--- config.mk ---
export PLATFORM = sky130hd
export DESIGN_NAME = m68k_bus_ctrl
export DESIGN_NICKNAME = d
export VERILOG_FILES = /design/src/rtl/m68k_bus_ctrl.sv
export SDC_FILE = /design/constraint.sdc
export NUM_CORES = 1
export LEC_CHECK = 0
export BUFFER_PORTS_ARGS = -buffer_cell sky130_fd_sc_hd__buf_2
export CAP_MARGIN = 20
export CORE_ASPECT_RATIO = 1.75
export CORE_MARGIN = 2
export CORE_UTILIZATION = 51
export DETAILED_ROUTE_END_ITERATION = 16
export PLACE_DENSITY = 0.77
export RECOVER_POWER = 25
export SYNTH_ARGS = -nofsm -noshare
export SYNTH_HDL_FRONTEND = slang
export SYNTH_SLANG_ARGS = --single-unit
--- constraint.sdc ---
create_clock -name sysclk -period 2.2 [get_ports sysclk]
set_input_delay 0.11 -clock sysclk [delete_from_list [all_inputs] [get_ports sysclk]]
set_output_delay 0.11 -clock sysclk [all_outputs]
set_load 0.02 [all_outputs]
--- src/rtl/m68k_bus_ctrl.sv ---
// 68000 bus controller: region decode, wait-state table, boot overlay, DTACK/BERR.
// Optional bus-error watchdog enabled by defining BUS_TIMEOUT_EN.
module m68k_bus_ctrl #(
  parameter int DEC_BITS    = 4,
  parameter int WS_BITS     = 4,
  parameter int DEFAULT_WS  = 2,
  parameter int BOOT_REGION = 8,
  parameter int BOOT_CYCLES = 4,
  parameter int TIMEOUT     = 255
) (
  input  logic                     sysclk,
  input  logic                     sysrst,
  input  logic                     as_n,
  input  logic [DEC_BITS-1:0]      addr_h,
  input  logic                     ws_we,
  input  logic [DEC_BITS-1:0]      ws_sel,
  input  logic [WS_BITS-1:0]       ws_wdata,
  input  logic [(2**DEC_BITS)-1:0] ext_sel,
  input  logic                     ext_dtack_n,
  output logic [(2**DEC_BITS)-1:0] cs_n,
  output logic                     dtack_n,
  output logic                     berr_n,
  output logic                     boot
);

  localparam int NREGION = 2**DEC_BITS;

  typedef enum logic [1:0] {
    S_IDLE, S_WAIT, S_ACK, S_ERR
  } state_t;

  state_t               state_q, state_d;
  logic [DEC_BITS-1:0]  region_q, region_d;
  logic [WS_BITS-1:0]   wcnt_q, wcnt_d;
  logic [NREGION-1:0]   cs_n_q, cs_n_d;
  logic                 dtack_n_q, dtack_n_d;
  logic                 berr_n_q, berr_n_d;
  logic                 boot_q, boot_d;
  logic [7:0]           bcnt_q, bcnt_d;
  logic [WS_BITS-1:0]   table_q [NREGION];
  logic [WS_BITS-1:0]   table_d [NREGION];
  logic                 as_meta_q, as_s_q;
  logic                 ack;

`ifdef BUS_TIMEOUT_EN
  localparam int TW = $clog2(TIMEOUT + 1);
  logic [TW-1:0]        tcnt_q, tcnt_d;
`endif

  // as_n is asynchronous to sysclk; deliberately left out of reset so a
  // held strobe restarts a cycle right after sysrst drops.
  always_ff @(posedge sysclk) begin
    as_meta_q <= as_n;
    as_s_q    <= as_meta_q;
  end

  assign ack = ext_sel[region_q] ? !ext_dtack_n : (wcnt_q == '0);

  always_comb begin
    state_d   = state_q;
    region_d  = region_q;
    wcnt_d    = wcnt_q;
    cs_n_d    = cs_n_q;
    dtack_n_d = dtack_n_q;
    berr_n_d  = berr_n_q;
    boot_d    = boot_q;
    bcnt_d    = bcnt_q;
    table_d   = table_q;
`ifdef BUS_TIMEOUT_EN
    tcnt_d    = tcnt_q;
`endif
    if (ws_we)
      table_d[ws_sel] = ws_wdata;
    unique case (state_q)
      S_IDLE: begin
        if (!as_s_q) begin
          region_d = (boot_q && addr_h == '0) ?
                     DEC_BITS'(BOOT_REGION) : addr_h;
          state_d  = S_WAIT;
          cs_n_d   = ~(NREGION'(1) << region_d);
          wcnt_d   = table_q[region_d];
`ifdef BUS_TIMEOUT_EN
          tcnt_d   = '0;
`endif
        end
      end
      default: begin
        if (as_s_q) begin
          state_d   = S_IDLE;
          cs_n_d    = '1;
          dtack_n_d = 1'b1;
          berr_n_d  = 1'b1;
          bcnt_d    = bcnt_q + 8'd1;
          if (bcnt_d == 8'(BOOT_CYCLES))
            boot_d = 1'b0;
        end else if (state_q == S_WAIT) begin
          if (ack) begin
            state_d   = S_ACK;
            dtack_n_d = 1'b0;
          end else begin
            if (wcnt_q != '0)
              wcnt_d = wcnt_q - 1'b1;
`ifdef BUS_TIMEOUT_EN
            tcnt_d = tcnt_q + 1'b1;
            if (tcnt_q == TW'(TIMEOUT - 1)) begin
              state_d  = S_ERR;
              berr_n_d = 1'b0;
            end
`endif
          end
        end
      end
    endcase
  end

  always_ff @(posedge sysclk) begin
    if (sysrst) begin
      state_q   <= S_IDLE;
      region_q  <= '0;
      wcnt_q    <= '0;
      cs_n_q    <= '1;
      dtack_n_q <= 1'b1;
      berr_n_q  <= 1'b1;
      boot_q    <= 1'b1;
      bcnt_q    <= '0;
      for (int i = 0; i < NREGION; i++)
        table_q[i] <= WS_BITS'(DEFAULT_WS);
`ifdef BUS_TIMEOUT_EN
      tcnt_q    <= '0;
`endif
    end else begin
      state_q   <= state_d;
      region_q  <= region_d;
      wcnt_q    <= wcnt_d;
      cs_n_q    <= cs_n_d;
      dtack_n_q <= dtack_n_d;
      berr_n_q  <= berr_n_d;
      boot_q    <= boot_d;
      bcnt_q    <= bcnt_d;
      table_q   <= table_d;
`ifdef BUS_TIMEOUT_EN
      tcnt_q    <= tcnt_d;
`endif
    end
  end

  assign cs_n    = cs_n_q;
  assign dtack_n = dtack_n_q;
  assign berr_n  = berr_n_q;
  assign boot    = boot_q;

endmodule

# [Word level (Yosys, flattened, before mapping)]
# Index checks and enable logic that the tools add are counted.
[totals] elab_cells=89 out_inout_bits=19 register_bits=102 inputBits=33
[classes] n_mux=27 n_addsub=2 reduce_logical=21 n_eq_ne=4 n_bitwise=5 shifts=1 order_cmp=4
[op_table] cell="$bwmux 64" n=1
[op_table] cell="$mux 16" n=3
[op_table] cell="$mux 4" n=10
[op_table] cell="$bmux 4 s4" n=1
[op_table] cell="$demux 4 s4" n=1
[op_table] cell="$not 16->16" n=1
[op_table] cell="$shl 1x4->16 const A" n=1
[op_table] cell="$ge 5x5->1 const B" n=2
[op_table] cell="$mux 2" n=5
[op_table] cell="$not 4->5" n=2
[op_table] cell="$reduce_bool 2->1" n=5
[op_table] cell="$reduce_and 3->1" n=3
[op_table] cell="$add 8x1->8 const B" n=1
[op_table] cell="$eq 8x3->1 const B" n=1
[op_table] cell="$logic_not 4->1" n=2
[op_table] cell="$reduce_and 2->1" n=3
[op_table] cell="$reduce_bool 3->1" n=2
[op_table] cell="$lt 4x5->1 const B" n=1
[op_table] cell="$lt 5x1->1 const B" n=1
[op_table] cell="$mux 1" n=5
[op_table] cell="$bmux 1 s4" n=1
[op_table] cell="$reduce_and 4->1" n=1
[op_table] cell="$reduce_bool 4->1" n=1
[op_table] cell="$sub 4x1->4 const B" n=1
[op_table] cell="other kinds (7)" n=9

# [Logic depth before layout (Yosys ltp)]
[depth] depth_word=9 mapped_depth=9 mapped_depth_nobuf=8

# [Worst setup path before layout]
# Ideal clock, no wire load.
[synth_timing] path_kind="reg2reg" from="register region_q[1]" to="register wcnt_q[1]" setup_time_ns=0.133 required_ns=2.067 path_slack_ns=0.242 path_buffers=2 arrival_ns=1.826 synth_period_minus_slack_ns=1.958 path_stages_with_launch=9 cell_sequence="dfxtp_1 > buf_6 > mux4_2 > a22o_1 > a41oi_2 > and3_1 > buf_2 > and3_2 > nor4_1"
[synth_via] elab_chain_cells=5
[synth_lines] item="start, declared" line="33" rtl="logic [DEC_BITS-1:0] region_q, region_d;"
[synth_lines] item="start signal, assigned" line="133" rtl="region_q <= region_d;"
[synth_lines] item="$bmux 1 s4" line="57" rtl="assign ack = ext_sel[region_q] ? !ext_dtack_n : (wcnt_q == '0);"
[synth_lines] item="$mux 1 (not written as such)" line="57"
[synth_lines] item="$mux 1" line="57"
[synth_lines] item="$ne 2x1->1 (no source line)"
[synth_lines] item="$reduce_and 4->1 (no source line)"
[synth_lines] item="end signal, assigned" line="134" rtl="wcnt_q <= wcnt_d;"
[synth_lines] item="end, declared" line="34" rtl="logic [WS_BITS-1:0] wcnt_q, wcnt_d;"
# Every way passes these cells. The select of a mux whose other input is x is not followed.
# A chain may end at the register's enable or synchronous reset.

# [Final worst setup path]
[layout_timing] from="register region_q[1]" to="register state_q[0]"
[layout_via] elab_chain_cells=5
[layout_lines] item="$bmux 1 s4" line="57"
[layout_lines] item="$mux 1 (not written as such)" line="57"
[layout_lines] item="$mux 1" line="57"
[layout_lines] item="$reduce_bool 3->1 (no source line)"
[layout_lines] item="$reduce_and 3->1 (no source line)"
[layout_lines] item="end signal, assigned" line="132" rtl="state_q <= state_d;"
[layout_lines] item="end, declared" line="32" rtl="state_t state_q, state_d;"
# Every way passes these cells. The select of a mux whose other input is x is not followed.

==> impl_metrics.prom <==
# TYPE chip_impl_metric gauge
chip_impl_metric{name="drt_iter0_markers",unit=""} 256
chip_impl_metric{name="grt_start_max_net_pins",unit=""} 45
chip_impl_metric{name="tns",unit="ns"} 0
chip_impl_metric{name="syn_nets",unit=""} 514
chip_impl_metric{name="nFillCells",unit=""} 792
chip_impl_info{name="critical_path.startpoint",value="region_q[1]"} 1
chip_impl_metric{name="yosysSeqAreaShare",unit="%"} 43.8
chip_impl_metric{name="synthToLayoutAreaGrowth",unit="%"} 13.9
chip_impl_info{name="critical_path_class",value="flop to flop"} 1
chip_impl_metric{name="cellPowerDensity",unit="mW/mm²"} 760
chip_impl_metric{name="routed-via-count",unit=""} 3714
chip_impl_metric{name="yosys_warnings",unit=""} 0
chip_impl_metric{name="final_layout_size_suffix_gt1_share",unit="%"} 18.7
chip_impl_metric{name="critical_path_arrival",unit="ns"} 2.29
chip_impl_metric{name="count_of_flip_flops_with_a_built_in_enable_after_synthesis",unit=""} 0
chip_impl_info{name="setup_repair_after_global_routing_missed_its_margin",value="false"} 1
chip_impl_metric{name="vdd_drop_max",unit="mV"} 0.418
chip_impl_metric{name="syn-instance-count",unit=""} 476
chip_impl_metric{name="netlist-cell-type-count",unit=""} 51
chip_impl_info{name="ys_dominant_reg_cell",value="dfxtp_1"} 1
chip_impl_metric{name="rrSetupSlack",unit="ns"} 0.15
chip_impl_metric{name="first_global_vias",unit=""} 3630
chip_impl_metric{name="grt_pass1_wl",unit="mm"} 17.6
chip_impl_info{name="worstSetupEndpointType",value="flop"} 1
chip_impl_metric{name="cts_buffers",unit=""} 9
chip_impl_metric{name="asyncSetResetFlopFracSynth",unit="%"} 0
chip_impl_metric{name="synth-adder-area-share",unit="%"} 1.34
chip_impl_info{name="result_of_the_run",value="finished clean"} 1
chip_impl_info{name="timing.rr.start",value="region_q[1]"} 1
chip_impl_metric{name="floorplan.core_area",unit="mm²"} 0.00898
chip_impl_metric{name="period_needed",unit="ns"} 2.05
chip_impl_metric{name="ff_latch_area",unit="mm²"} 0.00204
chip_impl_metric{name="yosys.area_share.xor_xnor",unit="%"} 1.13
chip_impl_info{name="min-delay-path-class",value="primary input to flop"} 1
chip_impl_metric{name="die_y",unit="µm"} 130
chip_impl_info{name="cts_root_buffer",value="clkbuf_16"} 1
chip_impl_metric{name="synthMuxAreaShare",unit="%"} 22.4
chip_impl_metric{name="maxSlewHeadroom",unit="%"} 46.6
chip_impl_metric{name="combined_area_of_the_multi_input_logic_cells",unit="mm²"} 0.00242
chip_impl_metric{name="detailedRoute.firstPassIterationCount",unit=""} 5
chip_impl_metric{name="finalInstanceArea",unit="mm²"} 0.00531
chip_impl_info{name="yosys-top-cells-count",value="dfxtp_1 (102), nor2_1 (75), mux2i_1 (55), nand2_1 (45), clkbuf_1 (23)"} 1
chip_impl_metric{name="antenna_cells",unit=""} 0
chip_impl_metric{name="num_io_pins",unit=""} 52
chip_impl_metric{name="detail_route.wirelength",unit="mm"} 11.0
chip_impl_metric{name="synth_simple_gate_area_share",unit="%"} 17.7
chip_impl_metric{name="postRouteAntennaNets",unit=""} 0
chip_impl_metric{name="final_hold_violation_count",unit=""} 0
chip_impl_metric{name="final-setup-viol-count",unit=""} 0
chip_impl_metric{name="cts.reportedPaths.clkPinSlew",unit="ns"} 0.07
chip_impl_metric{name="dieWidth",unit="µm"} 76.3
chip_impl_metric{name="buffer_ports.inserted",unit=""} 50
chip_impl_metric{name="worst_pin_slew",unit="ns"} 0.800
chip_impl_metric{name="timing.final.crit_share",unit="%"} 93.1
chip_impl_metric{name="rr_worst_depth",unit=""} 6
chip_impl_metric{name="grt.total_usage",unit="%"} 22.5
chip_impl_metric{name="placementRows",unit=""} 46
chip_impl_metric{name="dpl-instance-area",unit="mm²"} 0.00498
chip_impl_metric{name="whs_path_depth",unit=""} 3
chip_impl_info{name="cts_tree",value="built"} 1
chip_impl_info{name="post_synth_main_area_contributors",value="dfxtp_1 (44%), mux2i_1 (12%), mux4_2 (11%)"} 1
chip_impl_metric{name="initial_core_utilization",unit="%"} 51.9
chip_impl_metric{name="vias_per_cell",unit=""} 5.81
chip_impl_metric{name="routability_congestion_estimate",unit=""} 0.893
chip_impl_metric{name="cts.htree.levels",unit=""} 3
chip_impl_info{name="worstHoldStart",value="ws_wdata[1]"} 1
chip_impl_info{name="hold-path-endpoint",value="table_q[1]"} 1
chip_impl_metric{name="clkSinkCount",unit=""} 102
chip_impl_info{name="main_combinational_cell_family_by_area_after_synthesis",value="multiplexers"} 1
chip_impl_metric{name="fmax",unit="GHz"} 0.488
chip_impl_info{name="rr_endpoint",value="state_q[0]"} 1
chip_impl_info{name="synth_largest_area_cell",value="dfxtp_1"} 1
chip_impl_metric{name="final_nets",unit=""} 552
chip_impl_metric{name="die-area",unit="mm²"} 0.00995
chip_impl_metric{name="maxCapViolCount",unit=""} 0
chip_impl_metric{name="synth.cell_area",unit="mm²"} 0.00466
chip_impl_metric{name="synth-compound-area-share",unit="%"} 9.23
chip_impl_metric{name="wl_per_cell",unit="µm"} 17.2
chip_impl_metric{name="worst-endpoint-required",unit="ns"} 2.44
chip_impl_info{name="critPathLaunchType",value="flop"} 1
chip_impl_metric{name="syn-mean-instance-area",unit="µm²"} 9.79
chip_impl_metric{name="ctsLongestPathBuffers",unit=""} 2
chip_impl_metric{name="post-route-drc-count",unit=""} 0
chip_impl_metric{name="grt_overflow",unit=""} 0
chip_impl_metric{name="leakagePower",unit="nW"} 2.01
chip_impl_metric{name="synth-seq-cells",unit=""} 102
chip_impl_metric{name="slew_viol_final",unit=""} 0
chip_impl_info{name="yosys.cell_count.top_type",value="dfxtp_1"} 1
chip_impl_metric{name="clk-insertion-delay-late",unit="ns"} 0.35
chip_impl_metric{name="area_share_of_the_largest_cell_type_after_synthesis",unit="%"} 43.8
chip_impl_metric{name="finClkSkew",unit="ns"} 0.00619
chip_impl_metric{name="place_hpwl",unit="mm"} 8.15
chip_impl_metric{name="initial_antenna_violation_count",unit=""} 0
chip_impl_metric{name="crit_path_max_fanout",unit=""} 3
-- where the power goes --
part           internal (mW)  total (mW)  leakage, nW  switching, mW
Combinational          0.167       0.408         1.02          0.241
Clock                   1.03        1.71        0.156          0.679
Sequential              1.89        1.92        0.827         0.0316
-- worst max-delay path by stage --
stage            endpoint  slack [ns]  cells after the start
3_5_place_dp   state_q[0]        0.06                      6
3_3_place_gp   state_q[0]        0.17                      6
5_1_grt        state_q[0]        0.04                      6
2_1_floorplan   wcnt_q[1]        0.24                      8
6_report       state_q[0]        0.15                      6
4_1_cts        state_q[0]        0.06                      6
-- per-layer routing --
metal  routed length, µm  part of all wire (%)  global-route usage (%)  vias to the layer above
li1                    -                     -                       -                     1753
met1                4150                    38                    23.4                     1833
met2                6130                    56                    44.1                      103
met3                 465                   4.2                    4.53                       25
met4                 271                   2.5                    8.77                        0
met5                   0                     0                       0                        -
-- state kept, by name, indices dropped and copies added, names as in the netlist --
name       flops
as_meta_q      1
as_s_q         1
bcnt_q         8
boot           1
cs_n          16
dtack_n        1
region_q       4
state_q        2
table_q       64
wcnt_q         4
-- layout by cell type (no fill, tap or decap), types with 3 or more instances in the layout --
cell type / n
nand3b_1: 4
mux4_2: 22
nor2b_1: 7
nand4_1: 4
a21oi_1: 10
nor3b_1: 3
nand2b_1: 7
dfxtp_1: 101
buf_2: 36
nor3_1: 3
mux2i_1: 55
buf_4: 11
xor2_1: 4
ha_1: 5
or3_1: 4
inv_1: 9
clkbuf_1: 16
a211o_1: 9
clkbuf_16: 9
a31oi_1: 4
nand3_1: 10
nand2_1: 45
or2_2: 3
o22ai_1: 16
nor2_1: 75
o21ai_0: 7
-- what timing repair did --
| action | 4_1_cts | 5_1_grt |
|---|---|---|
| hold buffers | 1 | 0 |
| hold endpoints to repair | 1 | 0 |
| setup buffers | 0 | 1 |
| setup endpoints to repair | 0 | 4 |
| resized for setup | 0 | 3 |
-- critical path: stages, from the launching register on --
cell and delay (ns):
dfxtp_2 0.36, mux4_2 0.52, a22o_1 0.24, a41oi_2 0.22, nand3b_1 0.15, nor3b_2 0.19
a2111oi_2 0.27
-- kinds of logic after synthesis --
| group | after synthesis |
|---|---|
| compound gates | 61 |
| xor+xnor | 6 |
| fa+ha+maj | 5 |
| buf+inv | 46 |
| flops | 102 |
| mux | 77 |
| other cells | 1 |
| simple gates | 178 |
-- through the flow --
step | utilization [%] | power, mW | instances | hold slack, ns | worst slack, ns
floorplan | - | 2.23 | 476 | 0.138 | 0.242
global placement | 55.5 | 2.34 | 621 | 0.212 | 0.173
detailed placement | 55.5 | 2.36 | 621 | 0.215 | 0.0632
CTS | 59.2 | 4.05 | 638 | 0.0702 | 0.0634
global route | 59.1 | 4.16 | 639 | 0.172 | 0.0433
finish | 59.1 | 4.03 | 639 | 0.159 | 0.152
-- area by class of cell --
class                           instances  share of cell area, %
Clock buffer                           11                   4.57
Clock inverter                          5                   1.53
Inverter                               10                  0.707
Multi-Input combinational cell        328                   45.7
Sequential cell                       102                   38.5
Tap cell                              120                   2.83
Timing Repair Buffer                   63                   6.20
No activity file was read; power rests on OpenSTA's default activity.
